File: config.mk
export PLATFORM = sky130hd
export DESIGN_NAME = uart_host_bridge
export DESIGN_NICKNAME = d
export VERILOG_FILES = /design/src/rtl/uart_host_bridge.sv
export SDC_FILE = /design/constraint.sdc
export NUM_CORES = 1
export LEC_CHECK = 0
export CORE_UTILIZATION = 60
export CTS_BUF_LIST = sky130_fd_sc_hd__clkbuf_8
export DETAILED_ROUTE_END_ITERATION = 6
export GPL_TIMING_DRIVEN = 0
export PLACE_DENSITY = 0.94
export SLEW_MARGIN = 20
export SYNTH_ARGS = -nofsm -noshare
export SYNTH_HDL_FRONTEND = slang
export SYNTH_SLANG_ARGS = --single-unit
File: constraint.sdc
create_clock -name clk -period 3.9 [get_ports clk]
set_clock_uncertainty 0.1 [all_clocks]
set_input_delay 0.78 -clock clk [delete_from_list [all_inputs] [get_ports clk]]
set_output_delay 0.78 -clock clk [all_outputs]
set_load 0.1 [all_outputs]
File: src/rtl/uart_host_bridge.sv
// uart_host_bridge
//   Bus initiator in front of the UART's MMIO port. Presents the client with a
//   TX byte FIFO that is drained into UART register 0x00 and an RX byte FIFO
//   that is filled by continuously polling UART register 0x04.
//
// Ports
//   clk, resetn                 clock, synchronous active-low reset
//   enable                      1 = issue UART requests, 0 = quiesce
//   clear                       pulse, clears the sticky error flags
//   tx_in_valid/ready/data      client TX byte stream (into the bridge)
//   rx_out_valid/ready/data     client RX byte stream (out of the bridge)
//   u_req_valid/ready/addr/
//   u_req_write/data            UART request port (bridge is initiator)
//   u_resp_valid/data/ready     UART read response port
//   rx_overflow                 sticky: an RX byte was dropped (FIFO full)
//   proto_err                   sticky: response seen with no read outstanding
module uart_host_bridge #(
  parameter int TX_DEPTH = 8,
  parameter int RX_DEPTH = 8
) (
  input  logic        clk,
  input  logic        resetn,
  input  logic        enable,
  input  logic        clear,
  input  logic        tx_in_valid,
  output logic        tx_in_ready,
  input  logic [7:0]  tx_in_data,
  output logic        rx_out_valid,
  input  logic        rx_out_ready,
  output logic [7:0]  rx_out_data,
  output logic        u_req_valid,
  input  logic        u_req_ready,
  output logic [7:0]  u_req_addr,
  output logic        u_req_write,
  output logic [31:0] u_req_data,
  input  logic        u_resp_valid,
  input  logic [31:0] u_resp_data,
  output logic        u_resp_ready,
  output logic        rx_overflow,
  output logic        proto_err
);

  localparam int TAW = $clog2(TX_DEPTH);
  localparam int RAW = $clog2(RX_DEPTH);

  typedef enum logic [1:0] {S_OFF, S_POLL, S_WRITE} state_t;

  state_t      state_q, state_d;
  logic        req_valid_q, req_write_q, rd_pending_q;
  logic [7:0]  req_addr_q;
  logic [31:0] req_data_q;

  // TX FIFO
  logic [7:0]  tx_mem_q [TX_DEPTH];
  logic [TAW:0] tx_wr_q, tx_wr_d, tx_rd_q, tx_rd_d;
  logic        tx_empty, tx_full, tx_push, tx_pop;

  // RX FIFO
  logic [7:0]  rx_mem_q [RX_DEPTH];
  logic [RAW:0] rx_wr_q, rx_wr_d, rx_rd_q, rx_rd_d;
  logic        rx_empty, rx_full, rx_push_req, rx_push, rx_pop;

  logic        ovf_q, ovf_d, perr_q, perr_d, ovf_set, perr_set;
  logic        resp_unused;

  assign resp_unused = ^u_resp_data[31:9];

  // Pointers carry one extra wrap bit: equal = empty, only wrap bit differs = full.
  assign tx_empty = (tx_wr_q == tx_rd_q);
  assign tx_full  = ((tx_wr_q ^ tx_rd_q) == {1'b1, {TAW{1'b0}}});
  assign rx_empty = (rx_wr_q == rx_rd_q);
  assign rx_full  = ((rx_wr_q ^ rx_rd_q) == {1'b1, {RAW{1'b0}}});

  assign tx_in_ready  = resetn & ~tx_full;
  assign tx_push      = tx_in_valid & tx_in_ready;
  // The head byte leaves the FIFO in the cycle it is presented to the UART.
  assign tx_pop       = (state_q == S_WRITE);

  assign rx_out_valid = ~rx_empty;
  assign rx_out_data  = rx_empty ? 8'h00 : rx_mem_q[rx_rd_q[RAW-1:0]];
  assign rx_pop       = rx_out_valid & rx_out_ready;

  // Only a response that follows one of our reads may carry an RX byte.
  assign rx_push_req  = u_resp_valid & rd_pending_q & u_resp_data[8];
  // A full FIFO still takes the byte when a slot is freed in the same cycle.
  assign rx_push      = rx_push_req & (~rx_full | rx_pop);
  assign ovf_set      = rx_push_req & rx_full & ~rx_pop;
  assign perr_set     = u_resp_valid & ~rd_pending_q;

  assign ovf_d  = ovf_set  | (ovf_q  & ~clear);
  assign perr_d = perr_set | (perr_q & ~clear);

  assign tx_wr_d = tx_wr_q + {{TAW{1'b0}}, tx_push};
  assign tx_rd_d = tx_rd_q + {{TAW{1'b0}}, tx_pop};
  assign rx_wr_d = rx_wr_q + {{RAW{1'b0}}, rx_push};
  assign rx_rd_d = rx_rd_q + {{RAW{1'b0}}, rx_pop};

  assign u_req_valid  = req_valid_q;
  assign u_req_addr   = req_addr_q;
  assign u_req_write  = req_write_q;
  assign u_req_data   = req_data_q;
  assign u_resp_ready = resetn;
  assign rx_overflow  = ovf_q;
  assign proto_err    = perr_q;

  // A WRITE always lasts exactly one cycle, even if enable drops meanwhile.
  always_comb begin
    state_d = state_q;
    unique case (state_q)
      S_OFF:   state_d = enable ? S_POLL : S_OFF;
      S_POLL: begin
        if (!enable)                     state_d = S_OFF;
        else if (!tx_empty && u_req_ready) state_d = S_WRITE;
        else                             state_d = S_POLL;
      end
      S_WRITE: state_d = enable ? S_POLL : S_OFF;
      default: state_d = S_OFF;
    endcase
  end

  // Request outputs are registered from the next state so they line up
  // with the state they describe.
  always_ff @(posedge clk) begin
    if (!resetn) begin
      state_q      <= S_OFF;
      req_valid_q  <= 1'b0;
      req_write_q  <= 1'b0;
      req_addr_q   <= 8'h00;
      req_data_q   <= 32'd0;
      rd_pending_q <= 1'b0;
    end else begin
      state_q      <= state_d;
      req_valid_q  <= (state_d != S_OFF);
      req_write_q  <= (state_d == S_WRITE);
      req_addr_q   <= (state_d == S_POLL) ? 8'h04 : 8'h00;
      req_data_q   <= (state_d == S_WRITE) ? {24'd0, tx_mem_q[tx_rd_q[TAW-1:0]]} : 32'd0;
      rd_pending_q <= (state_q == S_POLL);
    end
  end

  always_ff @(posedge clk) begin
    if (!resetn) begin
      tx_wr_q <= '0;
      tx_rd_q <= '0;
      rx_wr_q <= '0;
      rx_rd_q <= '0;
      ovf_q   <= 1'b0;
      perr_q  <= 1'b0;
    end else begin
      tx_wr_q <= tx_wr_d;
      tx_rd_q <= tx_rd_d;
      rx_wr_q <= rx_wr_d;
      rx_rd_q <= rx_rd_d;
      ovf_q   <= ovf_d;
      perr_q  <= perr_d;
    end
  end

  // FIFO storage is data only and needs no reset.
  always_ff @(posedge clk) begin
    if (tx_push) tx_mem_q[tx_wr_q[TAW-1:0]] <= tx_in_data;
    if (rx_push) rx_mem_q[rx_wr_q[RAW-1:0]] <= u_resp_data[7:0];
  end

endmodule

* Yosys cells after proc, flatten, opt, wreduce, memory -nomap -nowiden
Memories as Yosys holds them, arrays and structs flattened. A register that Yosys moved wholly into a read port is not among the register bits.
Cells that the tools add are included.
** Operators by class
- Bitwise operators :: 22
- Reduce and logical (&&, ||, !) cells :: 7
- Mux-type cells :: 11
- $add $sub $neg :: 4
- Equal/unequal tests :: 8
** Operator list (count)
- adder 4 x 1 -> 4 bit :: 4
- bitwise AND 1 bit :: 11
- equality test 4 bit :: 2
- equality test 4 bit, second input constant :: 2
- two-way mux 8 bit :: 1
- bitwise XOR 4 bit :: 2
- two-way mux 3 bit :: 2
- NOT 1 bit :: 6
- two-way mux 1 bit :: 5
- equality test 2 x 1 -> 1 bit, second input constant :: 2
- equality test 2 bit, second input constant :: 2
- two-way mux 2 bit :: 2
- case mux 2 bit (2 select lines) :: 1
- bitwise OR 1 bit :: 3
- zero test 1 bit :: 2
- zero test 2 bit :: 1
- AND reduction 2 bit :: 1
- nonzero test 2 bit :: 1
- OR reduction 2 bit :: 1
- logical AND 1 bit :: 1
** Word-level totals
- Memories :: 2
- Word-level logic and storage cells :: 66
- Output and inout bits :: 55
- Flip-flop bits (word level) :: 55
- Input port bits :: 48
- Memory bits (writable) :: 128
** Memories
- rx_mem_q :: depth 8, width 8, read ports 1, clocked after Yosys merged registers in 1, wr ports 1, line 59 : logic [7:0] rx_mem_q [RX_DEPTH];
- tx_mem_q :: depth 8, width 8, read ports 1, clocked after Yosys merged registers in 1, wr ports 1, line 54 : logic [7:0] tx_mem_q [TX_DEPTH];

* Depth between registers and ports, before layout
- Word-level depth :: 9
- Mapped depth :: 8
- Depth with buffers taken out :: 7

* Least setup slack after synthesis
OpenSTA, ideal clock, no wires.
- Kind :: register -> output
- Start point :: reg rx_rd_q[0]
- End point :: out rx_out_data[5]
- Buffers on the path :: 2
- Cell stages (with the launch flop) :: 6
- Data required time :: 3020 ps
- Path slack :: 759 ps
- Data arrival time :: 2261 ps
- Cell sequence :: dfxtp_1 -> buf_4 -> buf_6 -> mux4_2 -> mux2i_1 -> nor2_1
** On the way
- Longest elaborated chain between the ends :: 2
** RTL lines
- start, declared :: line 60 : logic [RAW:0] rx_wr_q, rx_wr_d, rx_rd_q, rx_rd_d;
- start signal, assigned :: line 153 : rx_rd_q <= rx_rd_d;
- equality test 4 bit :: line 71 : assign rx_empty = (rx_wr_q == rx_rd_q);
- two-way mux 8 bit :: line 80 : assign rx_out_data = rx_empty ? 8'h00 : rx_mem_q[rx_rd_q[RAW-1:0]];
- end, declared :: line 30 : output logic [7:0] rx_out_data,
Every way passes these cells.

* Worst setup path in the final report
- Start point :: reg tx_wr_q[1]
- End point :: out tx_in_ready
** On the way
- Longest elaborated chain between the ends :: 4
** RTL lines
- start, declared :: line 55 : logic [TAW:0] tx_wr_q, tx_wr_d, tx_rd_q, tx_rd_d;
- start signal, assigned :: line 150 : tx_wr_q <= tx_wr_d;
- bitwise XOR 4 bit :: line 70 : assign tx_full = ((tx_wr_q ^ tx_rd_q) == {1'b1, {TAW{1'b0}}});
- equality test 4 bit :: line 70
- NOT 1 bit :: line 74 : assign tx_in_ready = resetn & ~tx_full;
- bitwise AND 1 bit :: line 74
- end, declared :: line 26 : output logic tx_in_ready,
Every way passes these cells.

==> impl_metrics.env <==
export IMPL_ant_nets=0
export IMPL_dr_first_iter_drc_count=206
export IMPL_max_cap_violations=0
export IMPL_wl_met2_mm=7.02
export IMPL_power_density_nw_per_um2=455
export IMPL_cp_startpoint="tx_wr_q[1]$_SDFF_PN0_"
export IMPL_timing_critical_path_cells="buf_2, xor2_1, o41ai_4, inv_1, dlygate4sd2_1"
export IMPL_post_place_ws_ps=124
export IMPL_syn_avg_cell_area_um2=17.2
export IMPL_netlist_top_cell_by_area="sky130_fd_sc_hd__edfxtp_1"
export IMPL_grt_max_degree=17
export IMPL_synthesis_instances=381
export IMPL_most_frequent_cells_in_the_layout="sky130_fd_sc_hd__edfxtp_1 (128), sky130_fd_sc_hd__clkdlybuf4s50_1 (38), sky130_fd_sc_hd__buf_4 (37)"
export IMPL_timing_critical_path_to="tx_in_ready"
export IMPL_final_common_cell="sky130_fd_sc_hd__edfxtp_1"
export IMPL_nFillCells=590
export IMPL_postLayoutSetupSlackWorst_ps=279
export IMPL_holdCritPathClass="reg2reg"
export IMPL_core_area_um2=10500
export IMPL_cts_root_to_sink_buffers=2
export IMPL_slew_viol_final=0
export IMPL_route_detailed_drc=0
export IMPL_instances_no_fill=633
export IMPL_antenna_diode_count=0
export IMPL_regToRegStartpoint="tx_wr_q[1]$_SDFF_PN0_"
export IMPL_postCtsHoldBufs=0
export IMPL_finalHoldViolations=0
export IMPL_post_drt_via_cell_ratio=5.69
export IMPL_crit_buf_inv=3
export IMPL_clk_root_buffer_cell="sky130_fd_sc_hd__clkbuf_8"
export IMPL_worst_slew_pin_slew_ps=1060
export IMPL_synth_seq_cells=160
export IMPL_dr_total_vias=3599
export IMPL_reg2reg_slack_ps=1260
export IMPL_critPathSlowestCell="sky130_fd_sc_hd__o41ai_4"
export IMPL_die_footprint_um2=11400
export IMPL_reported_leakage_power_nw=2.93
export IMPL_worst_setup_path_end_kind="output pin"
export IMPL_top_level_ports=103
export IMPL_synth_enable_flop_cells=128
export IMPL_ys_flop_type="sky130_fd_sc_hd__edfxtp_1"
export IMPL_timing_critical_path_depth=5
export IMPL_dp_cells=601
export IMPL_globalRouteOverflowTotal=0
export IMPL_vias_in_the_first_global_route=3707
export IMPL_row_count=37
export IMPL_power_ir_vdd_worst_uv=328
export IMPL_cts_sink_count=160
export IMPL_critical_path_top_delay_family="buffers and inverters"
export IMPL_numCtsBuffers=17
export IMPL_rsz0062_at_grt="false"
export IMPL_yosys_cell_types_count=38
export IMPL_share_of_the_clock_period_used_by_the_worst_path_pct=92.9
export IMPL_synth_top_cells_by_area="sky130_fd_sc_hd__edfxtp_1 (59%), sky130_fd_sc_hd__mux4_2 (11%), sky130_fd_sc_hd__dfxtp_1 (9.8%)"
export IMPL_data_arrival_time_of_the_critical_path_ps=2740
export IMPL_clkSlewWorstSetupHoldPaths_ps=80
export IMPL_wl_met3_um=697
export IMPL_r2r_cells=8
export IMPL_fin_setup_tns_ps=0
export IMPL_async_reset_ff_share_pct=0
export IMPL_routed_len_inst_um=20.3
export IMPL_achievable_frequency_ghz=0.276
export IMPL_grt_first_pass_wirelength_mm=19.8
export IMPL_wl_met1_mm=4.93
export IMPL_global_route_usage_total_pct=24.0
export IMPL_topRoutingLayerUsed="met4"
export IMPL_final_wl_mm=12.8
export IMPL_netlist_area_um2=6570
export IMPL_tritoncts="done"
export IMPL_initial_util_pct=62.8
export IMPL_status="finished, final reports clean"
export IMPL_dpl_hpwl_mm=8.31
export IMPL_slew_limit_headroom_pct=29.3
export IMPL_synth_seq_area_share_pct=68.3
export IMPL_critical_path_max_stage_delay_ps=840
export IMPL_synthDominantCellAreaShare_pct=58.5
export IMPL_htree_levels=4
export IMPL_die_w_um=107
export IMPL_num_nets_final=540
export IMPL_routabilityCongestion=0.759
export IMPL_critical_path_class="reg2out"
export IMPL_crit_fanout=10
export IMPL_syn_warnings=0
export IMPL_antenna_found_initial=0
export IMPL_setup_viol_count_final=0
export IMPL_drive_above_1_share_pct=26.2
export IMPL_number_of_buffer_cells_added_on_primary_ports=48
export IMPL_fin_crit_ps=3620
export IMPL_rr_endpoint="tx_wr_q[2]$_SDFF_PN0_"
export IMPL_die_y_um=107
export IMPL_synthToLayoutAreaGrowth_pct=20.2
export IMPL_start_kind="register"
export IMPL_clock_insertion_delay_worst_skew_ps=440
export IMPL_drtPass1Iterations=5
export IMPL_cp_data_required_time_ps=3020
==> cell type report <==
class                      instances  area (um2)  area share, %
buffer                            52         365           4.62
clock buffer                      17         234           2.96
clock inverter                    15         231           2.93
inverter                           7        26.3          0.333
multi-input combinational        192        1860           23.6
sequential                       160        4480           56.8
tap                              136         170           2.15
timing repair buffer              54         524           6.64
==> registers in the layout, summed over array words and instances (netlist names) <==
register      cells
u_req_data        8
u_req_addr        1
proto_err         1
rx_rd_q           4
u_req_valid       1
tx_mem_q         64
rx_mem_q         64
rx_overflow       1
state_q           2
u_req_write       1
rx_wr_q           4
rd_pending_q      1
tx_wr_q           4
tx_rd_q           4
==> where the power goes <==
group | switching (mW) | internal [mW] | leakage [nW]
clock network | 0.621 | 0.774 | 0.232
registers | 0.00605 | 1.85 | 1.41
logic | 0.255 | 0.0878 | 1.28
==> layer usage <==
layer / vias to the layer above / GRT usage (%)
met5: - / 0
met4: 0 / 8.41
met3: 21 / 5.17
met2: 159 / 44.2
met1: 1816 / 27.6
li1: 1603 / -
==> metrics by stage <==
| step | util, % | cell area [um2] | total power [mW] | hold slack (ps) |
|---|---|---|---|---|
| 2_1_floorplan | - | 6680 | 2.16 | 328 |
| 5_1_grt | 75.5 | 7900 | 3.69 | 415 |
| 6_report | 75.5 | 7900 | 3.60 | 384 |
| 3_5_place_dp | 71.0 | 7430 | 2.24 | 363 |
| 3_3_place_gp | 70.1 | 7330 | 2.23 | 344 |
| 4_1_cts | 75.4 | 7890 | 3.61 | 374 |
==> logic make-up after synthesis <==
kind of cell,after synthesis,share of synthesized area [%]
flops,160,68.3
simple gates,72,6.61
buf+inv,59,5.96
mux,48,13.4
xor+xnor,17,2.27
compound gates,16,1.92
fa+ha+maj,8,1.52
other cells,1,0.0571
==> worst reg2reg max path, delay by kind of cell, from the launching register on <==
| kind | cells | cell delay (ps) |
|---|---|---|
| AOI/OAI and AO/OA | 1 | 850 |
| adders and majority gates | 2 | 440 |
| DFF | 1 | 340 |
| xor gates and xnor gates | 2 | 310 |
| and+or+nand+nor | 2 | 260 |
| buffers and inverters | 1 | 240 |
==> synthesized netlist by cell type, types with 4 or more instances <==
| master | count |
|---|---|
| sky130_fd_sc_hd__nor2_1 | 15 |
| sky130_fd_sc_hd__nor3_1 | 9 |
| sky130_fd_sc_hd__and2_1 | 16 |
| sky130_fd_sc_hd__a21oi_1 | 10 |
| sky130_fd_sc_hd__mux4_2 | 32 |
| sky130_fd_sc_hd__xnor2_1 | 6 |
| sky130_fd_sc_hd__edfxtp_1 | 128 |
| sky130_fd_sc_hd__buf_4 | 34 |
| sky130_fd_sc_hd__buf_2 | 10 |
| sky130_fd_sc_hd__nand3_1 | 7 |
| sky130_fd_sc_hd__ha_1 | 8 |
| sky130_fd_sc_hd__inv_1 | 7 |
| sky130_fd_sc_hd__buf_6 | 4 |
| sky130_fd_sc_hd__mux2i_1 | 16 |
| sky130_fd_sc_hd__xor2_1 | 11 |
| sky130_fd_sc_hd__nor4b_1 | 4 |
| sky130_fd_sc_hd__dfxtp_1 | 32 |
==> how the worst min path moves through the flow <==
stage / from / to / slack [ps] / cells after the start
after global routing: state_q[1]$_SDFF_PN0_ / rd_pending_q$_SDFF_PN0_ / 420 / 1
after detailed placement: state_q[1]$_SDFF_PN0_ / rd_pending_q$_SDFF_PN0_ / 360 / 1
final: state_q[1]$_SDFF_PN0_ / rd_pending_q$_SDFF_PN0_ / 380 / 1
after floorplan: state_q[1]$_SDFF_PN0_ / rd_pending_q$_SDFF_PN0_ / 330 / 1
after CTS: state_q[1]$_SDFF_PN0_ / rd_pending_q$_SDFF_PN0_ / 370 / 1
after global placement: state_q[1]$_SDFF_PN0_ / rd_pending_q$_SDFF_PN0_ / 340 / 1
==> what timing repair did <==
item,CTS,global route
buffers inserted,0,0
resized for setup,5,5
setup endpoints to repair,5,5
(Power assumes the default switching activity.)
